--- src/rtl/codec_map_dec_output_pp_ram.sv ---
// Ping-pong frame RAM: pWPORT_N interleaved write ports, pRATIO-wide reads, two committed-frame banks.
// Optional port-conflict detection compiled in with `define CODEC_MAP_DEC_OUTPUT_PP_RAM_CONFLICT_EN.
module codec_map_dec_output_pp_ram #(
    parameter int pWDAT_W  = 1,
    parameter int pWPORT_N = 2,
    parameter int pRATIO   = 1,
    parameter int pADDR_W  = 8,
    parameter int pWPIPE   = 0
) (
    input  logic                                iclk,
    input  logic                                ireset,
    input  logic                                iclkena,
    input  logic                                iwrite,
    input  logic [pWPORT_N-1:0][pADDR_W-1:0]    iwaddr,
    input  logic [pWPORT_N-1:0][pWDAT_W-1:0]    iwdata,
    input  logic                                iwfull,
    output logic                                owfull,
    input  logic                                iread,
    input  logic [pADDR_W-$clog2(pRATIO)-1:0]   iraddr,
    input  logic                                irempty,
    output logic                                orempty,
    output logic [pRATIO*pWDAT_W-1:0]           ordata,
    output logic                                orval,
    output logic                                oerr
);

    localparam int LOG_N = $clog2(pWPORT_N);
    localparam int SUB_W = pADDR_W - LOG_N;
    localparam int DEPTH = 1 << SUB_W;

    logic                               s_write;
    logic                               s_full;
    logic [pWPORT_N-1:0][pADDR_W-1:0]   s_addr;
    logic [pWPORT_N-1:0][pWDAT_W-1:0]   s_data;

    logic       wr_ok;
    logic       commit;
    logic       rel;
    logic       rd_ok;
    logic [1:0] used;
    logic [1:0] used_nx;
    logic       wptr;
    logic       rptr;

    generate
        if (pWPIPE != 0) begin : g_pipe
            logic                               p_write;
            logic                               p_full;
            logic [pWPORT_N-1:0][pADDR_W-1:0]   p_addr;
            logic [pWPORT_N-1:0][pWDAT_W-1:0]   p_data;

            always_ff @(posedge iclk or negedge ireset) begin
                if (!ireset) begin
                    p_write <= 1'b0;
                    p_full  <= 1'b0;
                    p_addr  <= '0;
                    p_data  <= '0;
                end else if (iclkena) begin
                    p_write <= iwrite;
                    p_full  <= iwfull;
                    p_addr  <= iwaddr;
                    p_data  <= iwdata;
                end
            end

            assign s_write = p_write;
            assign s_full  = p_full;
            assign s_addr  = p_addr;
            assign s_data  = p_data;
        end else begin : g_nopipe
            assign s_write = iwrite;
            assign s_full  = iwfull;
            assign s_addr  = iwaddr;
            assign s_data  = iwdata;
        end
    endgenerate

    // Full-gating is applied after the pipe stage so a write queued behind a commit never lands in a full bank.
    assign wr_ok  = s_write & ~owfull;
    assign commit = s_full & ~owfull;
    assign rel    = irempty & (used != 2'd0);
    assign rd_ok  = iread & ~orempty;

    always_comb begin
        used_nx = used;
        if (commit && !rel)
            used_nx = used + 2'd1;
        else if (rel && !commit)
            used_nx = used - 2'd1;
    end

    always_ff @(posedge iclk or negedge ireset) begin
        if (!ireset) begin
            used    <= 2'd0;
            wptr    <= 1'b0;
            rptr    <= 1'b0;
            owfull  <= 1'b0;
            orempty <= 1'b1;
        end else if (iclkena) begin
            used    <= used_nx;
            owfull  <= (used_nx == 2'd2);
            orempty <= (used_nx == 2'd0);
            if (commit)
                wptr <= ~wptr;
            if (rel)
                rptr <= ~rptr;
        end
    end

    // Per sub-bank write mux; the lowest-indexed port targeting a sub-bank wins.
    logic [pWPORT_N-1:0]                we;
    logic [pWPORT_N-1:0][SUB_W-1:0]     wsub_addr;
    logic [pWPORT_N-1:0][pWDAT_W-1:0]   wsub_data;

    always_comb begin
        we        = '0;
        wsub_addr = '0;
        wsub_data = '0;
        for (int unsigned s = 0; s < pWPORT_N; s++) begin
            for (int unsigned p = 0; p < pWPORT_N; p++) begin
                if (!we[s] && s_addr[p][LOG_N-1:0] == LOG_N'(s)) begin
                    we[s]        = 1'b1;
                    wsub_addr[s] = s_addr[p][pADDR_W-1:LOG_N];
                    wsub_data[s] = s_data[p];
                end
            end
        end
    end

`ifdef CODEC_MAP_DEC_OUTPUT_PP_RAM_CONFLICT_EN
    logic                conflict;
    logic [pWPORT_N-1:0] seen;
    logic                err_r;

    always_comb begin
        conflict = 1'b0;
        seen     = '0;
        for (int unsigned p = 0; p < pWPORT_N; p++) begin
            if (seen[s_addr[p][LOG_N-1:0]])
                conflict = 1'b1;
            seen[s_addr[p][LOG_N-1:0]] = 1'b1;
        end
    end

    always_ff @(posedge iclk or negedge ireset) begin
        if (!ireset)
            err_r <= 1'b0;
        else if (iclkena)
            err_r <= wr_ok & conflict;
    end

    assign oerr = err_r;
`else
    assign oerr = 1'b0;
`endif

    // Read side: the pRATIO words of one read always fall in distinct sub-banks.
    logic [pWPORT_N-1:0][SUB_W-1:0]     rsub_addr;
    logic [pWPORT_N-1:0][pWDAT_W-1:0]   rword;
    logic [pRATIO-1:0][LOG_N-1:0]       rsel;
    logic [pADDR_W-1:0]                 word_addr;
    logic [pRATIO*pWDAT_W-1:0]          rdata_nx;

    always_comb begin
        rsub_addr = '0;
        rsel      = '0;
        word_addr = '0;
        for (int unsigned j = 0; j < pRATIO; j++) begin
            word_addr = pADDR_W'(iraddr) * pADDR_W'(pRATIO) + pADDR_W'(j);
            rsel[j]   = word_addr[LOG_N-1:0];
            rsub_addr[word_addr[LOG_N-1:0]] = word_addr[pADDR_W-1:LOG_N];
        end
    end

    always_comb begin
        rdata_nx = '0;
        for (int unsigned j = 0; j < pRATIO; j++)
            rdata_nx[j*pWDAT_W +: pWDAT_W] = rword[rsel[j]];
    end

    generate
        for (genvar s = 0; s < pWPORT_N; s++) begin : g_sub
            logic [pWDAT_W-1:0] mem [2][DEPTH];

            always_ff @(posedge iclk) begin
                if (iclkena && wr_ok && we[s])
                    mem[wptr][wsub_addr[s]] <= wsub_data[s];
            end

            assign rword[s] = mem[rptr][rsub_addr[s]];
        end
    endgenerate

    always_ff @(posedge iclk or negedge ireset) begin
        if (!ireset) begin
            orval  <= 1'b0;
            ordata <= '0;
        end else if (iclkena) begin
            orval <= rd_ok;
            if (rd_ok)
                ordata <= rdata_nx;
        end
    end

endmodule

--- config.mk ---
export PLATFORM = sky130hd
export DESIGN_NAME = codec_map_dec_output_pp_ram
export DESIGN_NICKNAME = d
export VERILOG_FILES = /design/src/rtl/codec_map_dec_output_pp_ram.sv
export SDC_FILE = /design/constraint.sdc
export NUM_CORES = 1
export LEC_CHECK = 0
export ABC_CLOCK_PERIOD_IN_PS = 2600
export BUFFER_PORTS_ARGS = -buffer_cell sky130_fd_sc_hd__buf_2
export CORE_MARGIN = 2
export CORE_UTILIZATION = 61
export CTS_CLUSTER_DIAMETER = 60
export DETAILED_ROUTE_END_ITERATION = 8
export PLACE_DENSITY = 0.78
export SLEW_MARGIN = 10
export SYNTH_ARGS = -nofsm -noshare
export SYNTH_HDL_FRONTEND = slang
export SYNTH_SLANG_ARGS = --single-unit
--- constraint.sdc ---
create_clock -name iclk -period 2.6 [get_ports iclk]
set_input_delay 0.39 -clock iclk [delete_from_list [all_inputs] [get_ports iclk]]
set_output_delay 0.39 -clock iclk [all_outputs]
set_load 0.01 [all_outputs]
==> impl_summary.txt <==
----------------------------------------------------
[Timing]
  Final setup skew ... 14.99 ps
  F_max ... 0.3830 GHz
  Number of pins with negative max-slew slack in the final report ... 0
  Number of endpoints failing setup at the final stage ... 1
  Unrepaired setup endpoints after global routing ... yes
  Relative slew slack ... a little under 40%
  Worst Slack Setup Final ... -11.31 ps
  Period utilization ... 100.4%
  Shortest clock period the worst path allows after layout ... 2611 ps
  Hold slack final ... 67.45 ps
  Slew @ Worst Pin ... 912.1 ps
  Final Hold Fails ... 0

[Finish]
  Cell area after layout ... 27660 sq um
  Number of nets at the end of the flow ... 2120
  Share of cells above drive strength 1 ... between 10% and 20%
  Filler Cells Inserted ... 2433
  Layout Cells excl Fill ... 2649
  Area delta synth->final ... 15.89%

[GRT]
  Maximum number of pins on one net before global-route repair ... about 120
  First-pass GRT wire length ... roughly 100000 um
  GRT Overall Usage ... 33.19%
  Antenna violations before repair ... 5
  Vias in the first global route ... 17420
  Gr ovfl total ... 0

[Setup path]
  Worst path arrival time ... 3130 ps
  Critical path class ... flop to flop
  Worst Setup Start Kind ... flop
  Required arrival time at the worst endpoint ... 3110 ps
  Maximum fanout count along the critical path ... 8
  CP Capture Type ... flop
  Setup slack, reg-to-reg ... -10 ps

[Floorplan]
  Area of the die ... 40720 sq um
  Ports ... 38
  Die Y ... 201.8 um
  Core ar. ... 38650 sq um
  Overall die width ... 201.8 um
  Initial core utilization ... 61.75%
  Site Rows ... 72

[Power and ir drop]
  Power Dens Cells ... 729.2 nW/um^2
  Static leakage ... 8.887 nW
  IR Drop Worst-Case VDD ... 0.0006502 V

[Clock tree]
  Latest clock arrival within the worst-skew pair ... 600 ps
  Number of buffers on the longest clock path ... 3
  TritonCTS clock tree ... built
  Max H-tree Level ... 2
  Sinks on the clock net ... 520
  Clock-pin slew of the registers on the worst-case setup and hold paths ... approximately 60 ps
  Root buffer cell ... sky130_fd_sc_hd__clkbuf_16
  Num CTS Buffers ... 51

[Logic synthesis]
  Post-synthesis instance total ... 1943
  Syn. warnings ... 0
  Share of the synthesized area in compound gates (AO/OA/AOI/OAI) ... 8.671%
  Synthesized Nets ... approximately 2000
  Post-synth design cell area ... 23870 sq um
  Number of flip-flops and latches in the synthesized netlist ... 520
  Post-synth EDFFs ... just over 500
  Fraction of the mapped netlist area in adder cells ... 0.05243%
  Post-Synth XOR/XNOR Area ... less than 1%
  Proportion of synthesized flip-flops having asynchronous set or reset ... 1.538%
  Largest family of logic cells by synthesized area ... simple AND/OR/NAND/NOR gates
  Main flop type after synthesis ... sky130_fd_sc_hd__edfxtp_1
  Share of the yosys chip area belonging to registers ... 65.27%
  Simple-gate portion of the synthesized area ... between 10 and 15%
  Post-Syn Area per Cell ... 12.28 sq um
  Portion of netlist area occupied by mux cells ... 8.268%
  Number of distinct library cells after synthesis ... 68

[Placed design]
  # port buffers ... 36
  Placer's final routability congestion estimate ... 0.9149
  Total placed cells including tap cells ... 2542
  Estimated wirelength of the detail-placed design ... 41350 um
  Total cell area at the placement stage ... 25790 sq um

[Drt]
  Average vias per placed instance ... between 6 and 7
  Remaining routing DRC violations ... 0
  Routed vias ... 17520
  WL/cell ... 25.43 um
  Detailed router's first-iteration violation count ... 2427
  Total wire length after detailed routing ... between 60000 and 70000 um
  Number of iterations in the first detailed-routing pass ... 6
  Final ANT Viol Nets ... 0

[Status]
  Violations in the final reports ... setup timing
  Outcome ... finished with violations

[Min path]
  Path class of the lowest-slack min-delay path ... input port to flop

[Flow run]
  Max Cap Viol ... 0

----------------------------------------------------
## cell families (layout without fill, tap and decap cells)
logic type	Yosys count	after routing
and+or+nand+nor	841	841
DFF	520	520
AOI/OAI and AO/OA	283	283
buffers and inverters	164	348
muxes	129	129
xor gates and xnor gates	4	4
adders and majority gates	1	1
other	1	5
## layout by cell type, fill, tap and decap left out, types with 11 or more instances in the layout
cell type,n
sky130_fd_sc_hd__edfxtp_1,512
sky130_fd_sc_hd__buf_2,35
sky130_fd_sc_hd__inv_1,12
sky130_fd_sc_hd__buf_4,172
sky130_fd_sc_hd__nand2_1,159
sky130_fd_sc_hd__o22ai_1,26
sky130_fd_sc_hd__clkinv_1,16
sky130_fd_sc_hd__nor2b_1,12
sky130_fd_sc_hd__mux2i_1,61
sky130_fd_sc_hd__a22oi_1,11
sky130_fd_sc_hd__a211oi_1,14
sky130_fd_sc_hd__nand2b_1,13
sky130_fd_sc_hd__buf_12,26
sky130_fd_sc_hd__nor3_1,12
sky130_fd_sc_hd__o22a_1,36
sky130_fd_sc_hd__a31oi_1,19
sky130_fd_sc_hd__a21oi_1,25
sky130_fd_sc_hd__o221ai_1,21
sky130_fd_sc_hd__nor2_1,546
sky130_fd_sc_hd__o21ai_0,32
sky130_fd_sc_hd__nand3_1,43
sky130_fd_sc_hd__clkbuf_16,51
sky130_fd_sc_hd__mux4_2,53
sky130_fd_sc_hd__mux2_2,15
## Yosys cell counts, drive strengths merged (4+ instances only)
library cell  count  share of area (%)
nor2            549                8.6
edfxtp          512                 64
nand2           160                2.5
clkbuf           87                1.4
buf              62                1.6
mux2i            61                2.6
mux4             53                5.0
nand3            44               0.92
o21ai            36               0.75
o22a             36                1.3
a21oi            28               0.59
o22ai            26               0.68
o221ai           21               0.77
a31oi            19               0.50
a211oi           18               0.57
a22oi            15               0.47
mux2             15               0.71
inv              14               0.22
nor2b            14               0.37
nand2b           13               0.34
nor3             12               0.25
and3             10               0.26
nand4             9               0.24
a22o              8               0.29
o211ai            8               0.25
o21a              8               0.25
or3               8               0.21
a221oi            7               0.26
dfrtp             7               0.73
nor4              7               0.18
o31ai             7               0.22
a2111oi           6               0.25
a32oi             6               0.22
a311oi            5               0.18
o32ai             5               0.18
and2              4               0.10
o2111ai           4               0.15
xnor2             4               0.15
## flip-flops by register name, indices dropped and copies added (netlist names)
name       count
wptr           1
orval          1
orempty        1
used           2
rptr           1
ordata         1
owfull         1
g_sub.mem    512
## routing by layer
layer	track usage (%)	up-vias	routed length (um)
li1	-	7459	-
met1	40.90	8442	22470
met2	54.25	1295	32530
met3	6.304	317	7941
met4	21.45	2	4414
met5	0	-	12
## report_power, final
group	total [mW]	internal, mW	switching, mW
combinational	3.59	1.57	2.02
sequential	9.44	9.34	0.108
clock	7.14	4.00	3.14
total	20.2	14.9	5.27
## layout make-up
cell class              count  area (sq um)  share of cell area, %
flip-flops and latches    520         15580                  56.33
multi-input cells        1259          7684                  27.78
repair buffers            239          2095                  7.573
clock buffers              60          1310                  4.737
well taps                 518         648.1                  2.343
clock inverters            34         274.0                 0.9908
inverters                  15         56.30                 0.2036
diodes                      4         10.01                0.03619
## path summary, 6_finish.rpt
check                                        from                  end  cells past startpoint
worst max-delay path             rptr$_DFFE_PN0P_   ordata$_DFFE_PN0P_                      9
worst min-delay path                       iwfull     wptr$_DFFE_PN0P_                      3
worst max register to register   rptr$_DFFE_PN0P_   ordata$_DFFE_PN0P_                      9
worst min register to register  orval$_DFFE_PN0P_    orval$_DFFE_PN0P_                      2
max in group asynchronous                  ireset  orempty$_DFFE_PN1P_                      2
min in group asynchronous                  ireset    orval$_DFFE_PN0P_                      2
## timing repair
item | in CTS | in global routing
hold endpoints to repair | 8 | 0
hold buffers | 1 | 0
cloned | 2 | 0
buffers inserted | 4 | 2
setup endpoints to repair | 1 | 1
gates resized for setup | 13 | 23
pin swaps | 7 | 8
## through the flow
stage	setup WS [ps]	TNS, ps	total power, mW	util (%)
floorplan	24.97	0	11.58	-
global placement	-266.8	-266.8	12.71	66.73
detailed placement	-346.9	-1014	12.78	66.73
CTS	2.948	0	20.04	71.25
global route	-76.47	-76.47	20.65	71.56
finish	-11.31	-11.31	20.17	71.56
## critical path: stages, from the launching register on
cell and delay (ps):
sky130_fd_sc_hd__dfrtp_4 580, sky130_fd_sc_hd__buf_12 170, sky130_fd_sc_hd__buf_16 130, sky130_fd_sc_hd__mux4_2 330
sky130_fd_sc_hd__o211ai_1 90, sky130_fd_sc_hd__and3_1 190, sky130_fd_sc_hd__or4_4 430, sky130_fd_sc_hd__a21bo_1 180
sky130_fd_sc_hd__a41o_1 250, sky130_fd_sc_hd__a32oi_1 160
(Power assumes the default switching activity.)
